### config.mk
export PLATFORM = sky130hd
export DESIGN_NAME = ctrl_sequencer
export DESIGN_NICKNAME = d
export VERILOG_FILES = /design/src/rtl/ctrl_pkg.sv /design/src/rtl/ctrl_decode.sv /design/src/rtl/ctrl_sequencer.sv
export SDC_FILE = /design/constraint.sdc
export NUM_CORES = 1
export LEC_CHECK = 0
export BUFFER_PORTS_ARGS = -buffer_cell sky130_fd_sc_hd__buf_2
export CAP_MARGIN = 10
export CORE_MARGIN = 5
export CORE_UTILIZATION = 44
export CTS_BUF_LIST = sky130_fd_sc_hd__clkbuf_4
export DETAILED_ROUTE_END_ITERATION = 7
export PLACE_DENSITY = 0.77
export SKIP_CTS_REPAIR_TIMING = 1
export SLEW_MARGIN = 10
export SYNTH_ARGS = -nofsm -noshare
export SYNTH_HDL_FRONTEND = slang
export SYNTH_HIERARCHICAL = 1
export SYNTH_SLANG_ARGS = --single-unit
### constraint.sdc
create_clock -name clk -period 2.3 [get_ports clk]
set_input_delay 0.575 -clock clk [delete_from_list [all_inputs] [get_ports clk]]
set_output_delay 0.575 -clock clk [all_outputs]
set_load 0.05 [all_outputs]
### src/rtl/ctrl_pkg.sv
// Shared constants and types for the ID-stage control sequencer.
// Defines opcodes (id_inst[6:2]), ALUOp encodings, FSM states and the ID/EX control bundle.
package ctrl_pkg;

    localparam logic [4:0] OP_R      = 5'b01100;
    localparam logic [4:0] OP_IMM    = 5'b00100;
    localparam logic [4:0] OP_LOAD   = 5'b00000;
    localparam logic [4:0] OP_STORE  = 5'b01000;
    localparam logic [4:0] OP_BRANCH = 5'b11000;
    localparam logic [4:0] OP_JAL    = 5'b11011;
    localparam logic [4:0] OP_JALR   = 5'b11001;
    localparam logic [4:0] OP_AUIPC  = 5'b00101;
    localparam logic [4:0] OP_LUI    = 5'b01101;
    localparam logic [4:0] OP_FENCE  = 5'b00011;
    localparam logic [4:0] OP_SYSTEM = 5'b11100;

    localparam logic [6:0] F7_MEXT = 7'b0000001;

    localparam logic [1:0] ALU_ADD = 2'b00;
    localparam logic [1:0] ALU_BR  = 2'b01;
    localparam logic [1:0] ALU_R   = 2'b10;
    localparam logic [1:0] ALU_I   = 2'b11;

    typedef enum logic [1:0] {
        ST_RUN        = 2'd0,
        ST_MDU_WAIT   = 2'd1,
        ST_FENCE_WAIT = 2'd2,
        ST_HALT       = 2'd3
    } state_t;

    typedef struct packed {
        logic       branch;
        logic       mem_read;
        logic       mem_to_reg;
        logic       mem_write;
        logic       alu_src;
        logic       reg_write;
        logic       jal;
        logic       jalr;
        logic       auipc;
        logic       lui;
        logic       mext;
        logic       mdu_div;
        logic       illegal;
        logic       ecall;
        logic       ebreak;
        logic [1:0] alu_op;
    } ctrl_t;

endpackage

### src/rtl/ctrl_decode.sv
// Combinational RV32I(+M) decoder: instruction word to ID/EX control bundle.
// Also flags FENCE, which has an all-zero bundle but still needs sequencing.
module ctrl_decode
    import ctrl_pkg::*;
#(
    parameter bit ENABLE_M = 1'b1
) (
    input  logic [31:0] inst,
    output ctrl_t       ctrl,
    output logic        fence
);

    logic [4:0] opcode;
    logic       unused_inst;

    assign opcode      = inst[6:2];
    assign unused_inst = ^inst;

    always_comb begin
        ctrl  = '0;
        fence = 1'b0;
        case (opcode)
            OP_R: begin
                if (inst[31:25] == F7_MEXT && !ENABLE_M) begin
                    ctrl.illegal = 1'b1;
                end else begin
                    ctrl.alu_op    = ALU_R;
                    ctrl.reg_write = 1'b1;
                    if (inst[31:25] == F7_MEXT) begin
                        ctrl.mext    = 1'b1;
                        ctrl.mdu_div = inst[14];
                    end
                end
            end
            OP_IMM: begin
                ctrl.alu_op    = ALU_I;
                ctrl.alu_src   = 1'b1;
                ctrl.reg_write = 1'b1;
            end
            OP_LOAD: begin
                ctrl.mem_read   = 1'b1;
                ctrl.mem_to_reg = 1'b1;
                ctrl.alu_src    = 1'b1;
                ctrl.reg_write  = 1'b1;
                ctrl.alu_op     = ALU_ADD;
            end
            OP_STORE: begin
                ctrl.mem_write = 1'b1;
                ctrl.alu_src   = 1'b1;
                ctrl.alu_op    = ALU_ADD;
            end
            OP_BRANCH: begin
                ctrl.branch = 1'b1;
                ctrl.alu_op = ALU_BR;
            end
            OP_JAL: begin
                ctrl.jal       = 1'b1;
                ctrl.reg_write = 1'b1;
            end
            OP_JALR: begin
                ctrl.jalr      = 1'b1;
                ctrl.alu_src   = 1'b1;
                ctrl.reg_write = 1'b1;
            end
            OP_AUIPC: begin
                ctrl.auipc     = 1'b1;
                ctrl.alu_src   = 1'b1;
                ctrl.reg_write = 1'b1;
            end
            OP_LUI: begin
                ctrl.lui       = 1'b1;
                ctrl.alu_src   = 1'b1;
                ctrl.reg_write = 1'b1;
            end
            OP_FENCE: fence = 1'b1;
            OP_SYSTEM: begin
                // Bit 20 is the low bit of funct12: 0 = ECALL, 1 = EBREAK.
                ctrl.ecall  = ~inst[20];
                ctrl.ebreak = inst[20];
            end
            default: ctrl.illegal = 1'b1;
        endcase
    end

endmodule

### src/rtl/ctrl_sequencer.sv
// ID-stage control unit: registers the decoded bundle into ID/EX and sequences
// MUL/DIV occupancy, FENCE drain and ECALL/EBREAK halt; owns id_ready.
module ctrl_sequencer
    import ctrl_pkg::*;
#(
    parameter bit ENABLE_M    = 1'b1,
    parameter int MUL_LAT     = 2,
    parameter int DIV_LAT     = 32,
    parameter int FENCE_DRAIN = 3
) (
    input  logic        clk,
    input  logic        rst_n,
    input  logic        id_valid,
    input  logic [31:0] id_inst,
    input  logic        stall,
    input  logic        flush,
    input  logic        resume,
    output logic        id_ready,
    output logic        ex_valid,
    output logic        branch,
    output logic        memRead,
    output logic        memToReg,
    output logic        memWrite,
    output logic        ALUSrc,
    output logic        regWrite,
    output logic        jal,
    output logic        jalr,
    output logic        auipc,
    output logic        lui,
    output logic        mext,
    output logic        illegal,
    output logic [1:0]  ALUOp,
    output logic        mdu_div,
    output logic        halted,
    output logic        ecall,
    output logic        ebreak,
    output state_t      fsm_state
);

    localparam int CNT_MAX_A = (DIV_LAT > FENCE_DRAIN) ? DIV_LAT : FENCE_DRAIN;
    localparam int CNT_MAX   = (CNT_MAX_A > MUL_LAT) ? CNT_MAX_A : MUL_LAT;
    localparam int CW        = $clog2(CNT_MAX + 1);

    localparam logic [CW-1:0] MUL_LOAD   = CW'(MUL_LAT - 1);
    localparam logic [CW-1:0] DIV_LOAD   = CW'(DIV_LAT - 1);
    localparam logic [CW-1:0] DRAIN_LOAD = CW'(FENCE_DRAIN);
    localparam bit            MUL_MULTI  = (MUL_LAT > 1);
    localparam bit            DIV_MULTI  = (DIV_LAT > 1);

    state_t        state_q, state_d;
    logic [CW-1:0] cnt_q, cnt_d;
    ctrl_t         ctrl_q, ctrl_d;
    logic          valid_q, valid_d;
    ctrl_t         dec;
    logic          dec_fence;
    logic          accept;
    logic          mdu_multi;

    ctrl_decode #(.ENABLE_M(ENABLE_M)) u_decode (
        .inst  (id_inst),
        .ctrl  (dec),
        .fence (dec_fence)
    );

    // Handshake: id_ready depends only on state; the ID instruction transfers at a
    // rising edge when id_valid & id_ready and neither stall nor flush is high.
    assign id_ready  = (state_q == ST_RUN);
    assign accept    = id_valid & id_ready & ~stall & ~flush;
    assign mdu_multi = dec.mdu_div ? DIV_MULTI : MUL_MULTI;

    always_comb begin
        state_d = state_q;
        cnt_d   = cnt_q;
        valid_d = accept;
        ctrl_d  = accept ? dec : '0;
        case (state_q)
            ST_RUN: begin
                if (accept) begin
                    if (dec.mext && mdu_multi) begin
                        state_d = ST_MDU_WAIT;
                        cnt_d   = dec.mdu_div ? DIV_LOAD : MUL_LOAD;
                    end else if (dec_fence) begin
                        state_d = ST_FENCE_WAIT;
                        cnt_d   = DRAIN_LOAD;
                    end else if (dec.ecall || dec.ebreak) begin
                        state_d = ST_HALT;
                    end
                end
            end
            ST_MDU_WAIT, ST_FENCE_WAIT: begin
                if (flush) begin
                    state_d = ST_RUN;
                    cnt_d   = '0;
                end else if (!stall) begin
                    // Leave on the edge where the count would reach zero.
                    if (cnt_q <= CW'(1)) begin
                        state_d = ST_RUN;
                        cnt_d   = '0;
                    end else begin
                        cnt_d = cnt_q - CW'(1);
                    end
                end
            end
            ST_HALT: begin
                if (resume) state_d = ST_RUN;
            end
            default: begin
                state_d = ST_RUN;
                cnt_d   = '0;
            end
        endcase
    end

    always_ff @(posedge clk) begin
        if (!rst_n) begin
            state_q <= ST_RUN;
            cnt_q   <= '0;
            valid_q <= 1'b0;
            ctrl_q  <= '0;
        end else begin
            state_q <= state_d;
            cnt_q   <= cnt_d;
            valid_q <= valid_d;
            ctrl_q  <= ctrl_d;
        end
    end

    assign ex_valid  = valid_q;
    assign branch    = ctrl_q.branch;
    assign memRead   = ctrl_q.mem_read;
    assign memToReg  = ctrl_q.mem_to_reg;
    assign memWrite  = ctrl_q.mem_write;
    assign ALUSrc    = ctrl_q.alu_src;
    assign regWrite  = ctrl_q.reg_write;
    assign jal       = ctrl_q.jal;
    assign jalr      = ctrl_q.jalr;
    assign auipc     = ctrl_q.auipc;
    assign lui       = ctrl_q.lui;
    assign mext      = ctrl_q.mext;
    assign illegal   = ctrl_q.illegal;
    assign ALUOp     = ctrl_q.alu_op;
    assign mdu_div   = ctrl_q.mdu_div;
    assign ecall     = ctrl_q.ecall;
    assign ebreak    = ctrl_q.ebreak;
    assign halted    = (state_q == ST_HALT);
    assign fsm_state = state_q;

endmodule

==> results.json, run 1 <==
{
  "slew_headroom_pct": 62.36,
  "firstDrtPassIters": 4,
  "wl_per_cell_um": 12.29,
  "critPathArrivalTime_ns": 2.20,
  "die-area_um2": 4474,
  "cpPeakStageDelay_ns": 0.44,
  "critical-path-top-delay-family": "simple AND/OR/NAND/NOR gates",
  "finalCritPeriodShare_pct": 85.50,
  "cts-buffers-inserted": 3,
  "regMostFlops": "cnt_q",
  "clockBufferDepth": 2,
  "path_buf_inv": 1,
  "clkSinkCount": 26,
  "synth.distinct_cells": 47,
  "slowest_stage": "dfxtp_1",
  "grt_max_degree": 19,
  "place_hpwl_um": 2369,
  "antennaDiodeCount": 0,
  "finalSetupTns_ns": 0,
  "rsz0062_at_grt": "no",
  "io_buffers": 41,
  "setup-violations-final": 0,
  "maxCapViolCount": 0,
  "post-route-min-period_ns": 1.967,
  "gp_congestion": 0.8506,
  "coreArea_um2": 3078,
  "timing.fmax_mhz": 508.5,
  "synthTopCellsByCount": "dfxtp_1 (26), and2_1 (21), inv_1 (12)",
  "die_h_um": 66.89,
  "yosysWarnings": 6,
  "synthToLayoutAreaGrowth_pct": 21.62,
  "avgSynthCellArea_um2": 9.127,
  "seq_area_frac_synth_pct": 36.56,
  "cts_tree": "yes",
  "timing.hold.ws_ns": 0.5187,
  "worst_pin_slew_ns": 0.5626,
  "yosysMostFrequentCell": "dfxtp_1",
  "dpl_worst_slack_ns": 0.1072,
  "synth_top_area_share_pct": 36.56,
  "ys.flop_type": "dfxtp_1",
  "finClkSkew_ns": 0.004437,
  "syn_inst": 156,
  "rrSetupSlack_ns": 0.33,
  "cp.required_ns": 2.53,
  "setup_ws_ns": 0.3335,
  "cts_root_buf": "clkbuf_4",
  "finalPower_mw": 0.8713,
  "synth_area_um2": 1424,
  "gr-total-overflow": 0,
  "path_max_fanout": 6,
  "routed_via_density": 5.116,
  "hold_class": "reg2reg",
  "cts.reportedPaths.clkPinSlew_ns": 0.14,
  "worst_setup_path_end_kind": "register",
  "drive_gt1_share_pct": 31.47,
  "ys_top_cells_by_area": "dfxtp_1 (37%), and2_1 (9.2%), ha_1 (3.5%)",
  "track_usage_pct": 14.78,
  "fillers": 296,
  "hold_violations": 0,
  "synth_edf_count": 0,
  "vias": 1233,
  "largest_reg_flops": 6,
  "clk_latency_ns": 0.32,
  "power_density_nw_per_um2": 503.1,
  "drc": 0,
  "final_nets": 240,
  "start_util_pct": 46.26,
  "status": "completed",
  "grt_pass1_wl_um": 5106,
  "yosysTopAreaCell": "dfxtp_1",
  "antenna_found_initial": 0,
  "slew_viol_final": 0,
  "drtIter0Drc": 58,
  "leakagePower_nw": 0.8031,
  "worstSetupStartpointType": "register",
  "routed_wl_um": 2963,
  "grt_pass1_vias": 1179,
  "ioPinCount": 60,
  "ant_nets": 0,
  "rows": 20,
  "ir_worst_vdd_mv": 0.2497,
  "die_x_um": 66.89,
  "cts_max_level": 1,
  "synth_nets": 198,
  "async_flop_share_pct": 0,
  "synth_seq_cells": 26,
  "critPathKind": "reg2reg",
  "worstPathCellList": "inv_1, ha_2, nor2b_1, o21ai_0, and3_4, a32o_1",
  "final_util_pct": 56.26
}
## report_power, final
| group | total, mW | switching (mW) | leakage, nW | internal (mW) |
|---|---|---|---|---|
| logic | 0.106 | 0.0638 | 0.566 | 0.0423 |
| registers | 0.454 | 0.00144 | 0.210 | 0.453 |
| clock network | 0.311 | 0.134 | 0.0279 | 0.176 |
## worst paths after layout
path / from / end / cells after the start
max: fsm_state[1] / cnt_q[5] / 6
min: fsm_state[0] / fsm_state[0] / 2
max reg2reg: fsm_state[1] / cnt_q[5] / 6
min reg2reg: fsm_state[0] / fsm_state[0] / 2
## logic make-up (layout without fill, tap and decap cells)
logic type	Yosys count	after routing	synth area share, %
simple gates	70	70	31.81
compound gates	31	31	18.28
flops	26	26	36.56
buf+inv	23	64	8.435
fa+ha+maj	4	4	3.515
mux	2	2	1.406
## layout by cell type (no fill, tap or decap), drive strengths merged, types with 2 or more instances in the layout
cell	instances
nor2b	2
a21oi	4
o31ai	2
or3	2
a32o	4
inv	12
mux2i	2
and2	22
and3	3
and4	2
nor4b	2
ha	4
dfxtp	26
nand2	6
a211oi	2
nor2	9
o21ai	3
nand3	2
nor4	6
a31oi	2
nor3	3
o41ai	3
buf	48
o221ai	4
clkbuf	3
nand2b	5
## per-layer routing
metal  wire [µm]  global-route usage (%)  up-vias
li1            -                       -      640
met1        1376                   18.55      559
met2        1389                   24.38       30
met3         155                   3.541        4
met4          42                   5.316        0
met5           0                       0        -
## stage by stage
step / cells / instance area [µm²]
after floorplan: 156 / 1441
after global placement: 237 / 1679
after detailed placement: 237 / 1679
after CTS: 241 / 1732
after global routing: 241 / 1732
final: 241 / 1732
## worst reg2reg max path, cell delays in order (launching register included)
cell and delay (ns):
dfxtp_1 0.44, inv_1 0.08, ha_2 0.35, nor2b_1 0.28, o21ai_0 0.23, and3_4 0.26, a32o_1 0.24
## cell type report
class	instances	area, µm²	share of cell area [%]
clock inverters	1	30.03	1.734
repair buffers	48	257.7	14.88
flip-flops and latches	26	520.5	30.06
clock buffers	3	22.52	1.301
multi-input cells	107	800.8	46.24
well taps	44	55.05	3.179
inverters	12	45.04	2.601
Power figures use the tool's default switching activity.
==> run 2: changes to the inputs <==
--- a/config.mk
+++ b/config.mk
@@ -11,6 +11,7 @@
 export CORE_UTILIZATION = 44
 export CTS_BUF_LIST = sky130_fd_sc_hd__clkbuf_4
 export DETAILED_ROUTE_END_ITERATION = 7
+export HOLD_SLACK_MARGIN = 0.03
 export PLACE_DENSITY = 0.77
 export SKIP_CTS_REPAIR_TIMING = 1
 export SLEW_MARGIN = 10
==> constraint.sdc (replaced) <==
create_clock -name clk -period 2.3 [get_ports clk]
set_input_delay 0.575 -clock clk [delete_from_list [all_inputs] [get_ports clk]]
set_output_delay 0.575 -clock clk [all_outputs]
set_load 0.005 [all_outputs]
==> results.json, run 2 (synthesis results as in run 1) <==
{
  "status": "completed",
  "final_nets": 241,
  "fillers": 299,
  "slowest_stage": "dfxtp_1",
  "r2r_start": "fsm_state[0]",
  "critPathKind": "reg2reg",
  "wl_per_cell_um": 12.18,
  "hold_end": "fsm_state[1]",
  "grt_pass1_wl_um": 4905,
  "cts_root_buf": "clkbuf_4",
  "ioPinCount": 60,
  "rsz0062_at_grt": "no",
  "hold_class": "reg2reg",
  "ir_worst_vdd_mv": 0.2170,
  "clk_latency_ns": 0.32,
  "power_density_nw_per_um2": 496.8,
  "layout_common_cells": "buf_2 (41), dfxtp_1 (26), and2_1 (21)",
  "cts_max_level": 1,
  "io_buffers": 41,
  "vias": 1223,
  "grt_pass1_vias": 1110,
  "hold_violations": 0,
  "final-instance-count-excl-fill": 242,
  "synthToLayoutAreaGrowth_pct": 21.97,
  "largest_reg_flops": 6,
  "final_util_pct": 56.42,
  "cts_tree": "yes",
  "setup-violations-final": 0,
  "critPathArrivalTime_ns": 2.18,
  "regMostFlops": "cnt_q",
  "ant_nets": 0,
  "worst_setup_path_end_kind": "register",
  "post-route-min-period_ns": 1.941,
  "rrSetupSlack_ns": 0.36,
  "critical-path-top-delay-family": "simple AND/OR/NAND/NOR gates",
  "slew_viol_final": 0,
  "place_hpwl_um": 2280,
  "die_h_um": 66.89,
  "r2r-end": "cnt_q[3]",
  "cts-buffers-inserted": 3,
  "worst_pin_slew_ns": 0.5696,
  "coreArea_um2": 3078,
  "antenna_found_initial": 0,
  "slew_headroom_pct": 61.89,
  "path_buf_inv": 1,
  "cpPeakStageDelay_ns": 0.41,
  "track_usage_pct": 14.15,
  "routed_via_density": 5.054,
  "maxCapViolCount": 0,
  "leakagePower_nw": 0.8082,
  "cp.required_ns": 2.54,
  "clkSinkCount": 26,
  "clockBufferDepth": 2,
  "grt_max_degree": 19,
  "drc": 0,
  "drtIter0Drc": 46,
  "layout_commonest_cell": "buf_2",
  "routed_wl_um": 2948,
  "rr_worst_depth": 6,
  "gr-total-overflow": 0,
  "drive_gt1_share_pct": 31.31,
  "worstPathCellList": "inv_1, ha_1, nor2b_1, o21ai_0, and3_4, a32o_1",
  "min_path_cells": 2,
  "die_x_um": 66.89,
  "path_max_fanout": 6,
  "gp_congestion": 0.8152,
  "firstDrtPassIters": 4,
  "die-area_um2": 4474,
  "cts.reportedPaths.clkPinSlew_ns": 0.14,
  "worstHoldStart": "fsm_state[1]",
  "finClkSkew_ns": 0.007536,
  "rows": 20,
  "path_depth": 6,
  "antennaDiodeCount": 0,
  "dp.cells": 238,
  "timing.fmax_mhz": 515.1,
  "finalSetupTns_ns": 0,
  "finalCritPeriodShare_pct": 84.40,
  "worstSetupStartpointType": "register",
  "start_util_pct": 46.26
}
[run 2: changes by cell type in the layout (fill, tap and decap cells not counted)]
cell | before | now
ha_1 | 3 | 4
buf_4 | 7 | 8
ha_2 | 1 | 0
[run 2: final cells by class]
cell class	count	area, µm²	share of cell area [%]
timing repair buffer	49	265.3	15.27
multi-input combinational	107	798.3	45.97
tap	44	55.05	3.170
sequential	26	520.5	29.97
clock buffer	3	22.52	1.297
inverter	12	45.04	2.594
clock inverter	1	30.03	1.729
[run 2: worst max path at each step]
| stage | start | slack, ns | to |
|---|---|---|---|
| 3_5_place_dp | id_inst[26] | 0.06 | cnt_q[0] |
| 4_1_cts | fsm_state[0] | 0.36 | cnt_q[3] |
| 3_3_place_gp | id_inst[26] | 0.06 | cnt_q[0] |
| 6_report | fsm_state[0] | 0.36 | cnt_q[3] |
| 5_1_grt | fsm_state[1] | 0.15 | cnt_q[4] |
| 2_1_floorplan | id_inst[5] | 0.01 | cnt_q[2] |
[run 2: stage by stage]
stage	setup WS, ns	hold WS, ns	total power [mW]	area [µm²]
after global placement	0.05613	0.4828	0.5587	1684
after detailed placement	0.06239	0.5044	0.5596	1684
final	0.3588	0.5264	0.8628	1737
after CTS	0.3626	0.5306	0.8727	1737
after floorplan	0.01224	0.4826	0.5252	1439
after global routing	0.1466	0.5724	0.9035	1737
[run 2: layer usage]
layer  track usage, %  vias up  wire [µm]
li1                 -      645          -
met1            18.65      537       1442
met2            22.40       36       1279
met3            2.361        5        182
met4            6.329        0         44
met5                0        -          0
[run 2: worst reg2reg max path, delay by kind of cell, from the launching register on]
family                     cells  cell delay (ns)
adders and majority gates      1             0.34
DFF                            1             0.41
and+or+nand+nor                2             0.58
AOI/OAI and AO/OA              2             0.47
buffers and inverters          1             0.06
[run 2: power by group]
group          total (mW)  internal [mW]  switching, mW
logic              0.0956         0.0419         0.0538
clock network       0.313          0.176          0.136
registers           0.454          0.453        0.00139
==> run 3: changes to the inputs <==
--- a/config.mk
+++ b/config.mk
@@ -8,11 +8,11 @@
 export BUFFER_PORTS_ARGS = -buffer_cell sky130_fd_sc_hd__buf_2
 export CAP_MARGIN = 10
 export CORE_MARGIN = 5
-export CORE_UTILIZATION = 44
+export CORE_UTILIZATION = 45
 export CTS_BUF_LIST = sky130_fd_sc_hd__clkbuf_4
 export DETAILED_ROUTE_END_ITERATION = 7
 export HOLD_SLACK_MARGIN = 0.03
-export PLACE_DENSITY = 0.77
+export PLACE_DENSITY = 0.76
 export SKIP_CTS_REPAIR_TIMING = 1
 export SLEW_MARGIN = 10
 export SYNTH_ARGS = -nofsm -noshare
==> constraint.sdc (replaced) <==
create_clock -name clk -period 1.9 [get_ports clk]
set_input_delay 0.475 -clock clk [delete_from_list [all_inputs] [get_ports clk]]
set_output_delay 0.475 -clock clk [all_outputs]
set_load 0.005 [all_outputs]
==> results.json, run 3 (synthesis results as in run 1) <==
{
  "status": "completed",
  "firstDrtPassIters": 4,
  "r2r-end": "cnt_q[2]",
  "critPathArrivalTime_ns": 2.06,
  "regMostFlops": "cnt_q",
  "min_path_cells": 3,
  "cts-buffers-inserted": 3,
  "setup-violations-final": 0,
  "clockBufferDepth": 2,
  "vias": 1323,
  "final_area_um2": 1812,
  "antenna_found_initial": 0,
  "hold_class": "in2reg",
  "path_buf_inv": 2,
  "rr_worst_depth": 7,
  "coreArea_um2": 3053,
  "cts_tree": "yes",
  "wl_per_cell_um": 13.00,
  "cts.reportedPaths.clkPinSlew_ns": 0.15,
  "dpl_worst_slack_ns": -0.2145,
  "place_hpwl_um": 2626,
  "post-route-min-period_ns": 1.818,
  "timing.hold.ws_ns": 0.5007,
  "worst_pin_slew_ns": 0.4353,
  "ant_nets": 0,
  "worstHoldStart": "id_inst[30]",
  "r2r_start": "cnt_q[1]",
  "cts_max_level": 1,
  "rrSetupSlack_ns": 0.08,
  "drc": 0,
  "setup_ws_ns": 0.08244,
  "ir_worst_vdd_mv": 0.2793,
  "path_max_fanout": 4,
  "timing.fmax_mhz": 550.2,
  "finClkSkew_ns": 0.01776,
  "drtIter0Drc": 53,
  "track_usage_pct": 15.94,
  "maxCapViolCount": 0,
  "synthToLayoutAreaGrowth_pct": 27.24,
  "slew_headroom_pct": 70.60,
  "routed_wl_um": 3277,
  "power_density_nw_per_um2": 504.8,
  "start_util_pct": 46.64,
  "layout_common_cells": "buf_2 (41), dfxtp_1 (25), and2_1 (21)",
  "grt_max_degree": 19,
  "worstSetupStartpointType": "register",
  "leakagePower_nw": 0.8611,
  "die_h_um": 66.25,
  "io_buffers": 41,
  "critPathKind": "reg2reg",
  "routed_via_density": 5.250,
  "hold_violations": 0,
  "cts_root_buf": "clkbuf_4",
  "hold_end": "mdu_div",
  "final_nets": 252,
  "layout_commonest_cell": "buf_2",
  "worst_setup_path_end_kind": "register",
  "worstPathCellList": "inv_1, ha_1, o21bai_2, o41ai_4, buf_4, o221ai_1, a32o_1",
  "fillers": 299,
  "grt_pass1_wl_um": 5513,
  "clkSinkCount": 26,
  "ioPinCount": 60,
  "drive_gt1_share_pct": 36.54,
  "finalCritPeriodShare_pct": 95.66,
  "slew_viol_final": 0,
  "slowest_stage": "o41ai_4",
  "cp.required_ns": 2.14,
  "clk_latency_ns": 0.33,
  "antennaDiodeCount": 0,
  "gp_congestion": 0.8410,
  "grt_pass1_vias": 1308,
  "gr-total-overflow": 0,
  "critical-path-top-delay-family": "compound AO/OA/AOI/OAI gates",
  "dpl-instance-area_um2": 1767,
  "largest_reg_flops": 6,
  "die-area_um2": 4389,
  "rows": 20,
  "cpPeakStageDelay_ns": 0.39,
  "die_x_um": 66.25
}
[run 3: per-stage QoR]
stage / power [mW] / TNS (ns) / util [%] / cells
global placement: 0.6843 / -1.087 / 57.87 / 247
global route: 0.9684 / -0.01241 / 59.34 / 252
detailed placement: 0.6892 / -1.379 / 57.87 / 247
finish: 0.9145 / 0 / 59.34 / 252
floorplan: 0.6385 / -1.217 / - / 156
CTS: 0.9173 / 0 / 58.61 / 250
[run 3: final cells by class]
type                            instances  area (µm²)  area share (%)
Multi-Input combinational cell        107       819.5           45.23
Tap cell                               44       55.05           3.039
Clock buffer                            3       22.52           1.243
Timing Repair Buffer                   60       347.8           19.20
Sequential cell                        26       521.8           28.80
Inverter                               12       45.04           2.486
[run 3: routing by layer]
layer	up-vias	GRT usage, %	part of all wire [%]
li1	667	-	-
met1	604	18.17	40
met2	48	29.12	51
met3	4	2.041	6.8
met4	0	7.107	1.7
met5	-	0	0
[run 3: how the worst max path moves through the flow]
stage	from	to	cells after the start
2_1_floorplan	id_inst[6]	cnt_q[0]	10
3_5_place_dp	id_inst[6]	cnt_q[4]	8
3_3_place_gp	id_inst[6]	cnt_q[4]	8
4_1_cts	cnt_q[0]	cnt_q[2]	6
5_1_grt	fsm_state[1]	cnt_q[4]	7
6_report	cnt_q[1]	cnt_q[2]	7
[run 3: worst register-to-register path, stage by stage, from the launching register on]
cell and delay [ns]:
dfxtp_1 0.37, inv_1 0.09, ha_1 0.21, o21bai_2 0.11, o41ai_4 0.39, buf_4 0.19, o221ai_1 0.13, a32o_1 0.23
[run 3: power breakdown]
group / leakage [nW] / switching, mW / total [mW] / internal [mW]
logic: 0.637 / 0.0697 / 0.128 / 0.0587
registers: 0.210 / 0.00143 / 0.550 / 0.548
clock network: 0.0138 / 0.162 / 0.236 / 0.0743
total: 0.861 / 0.233 / 0.915 / 0.682
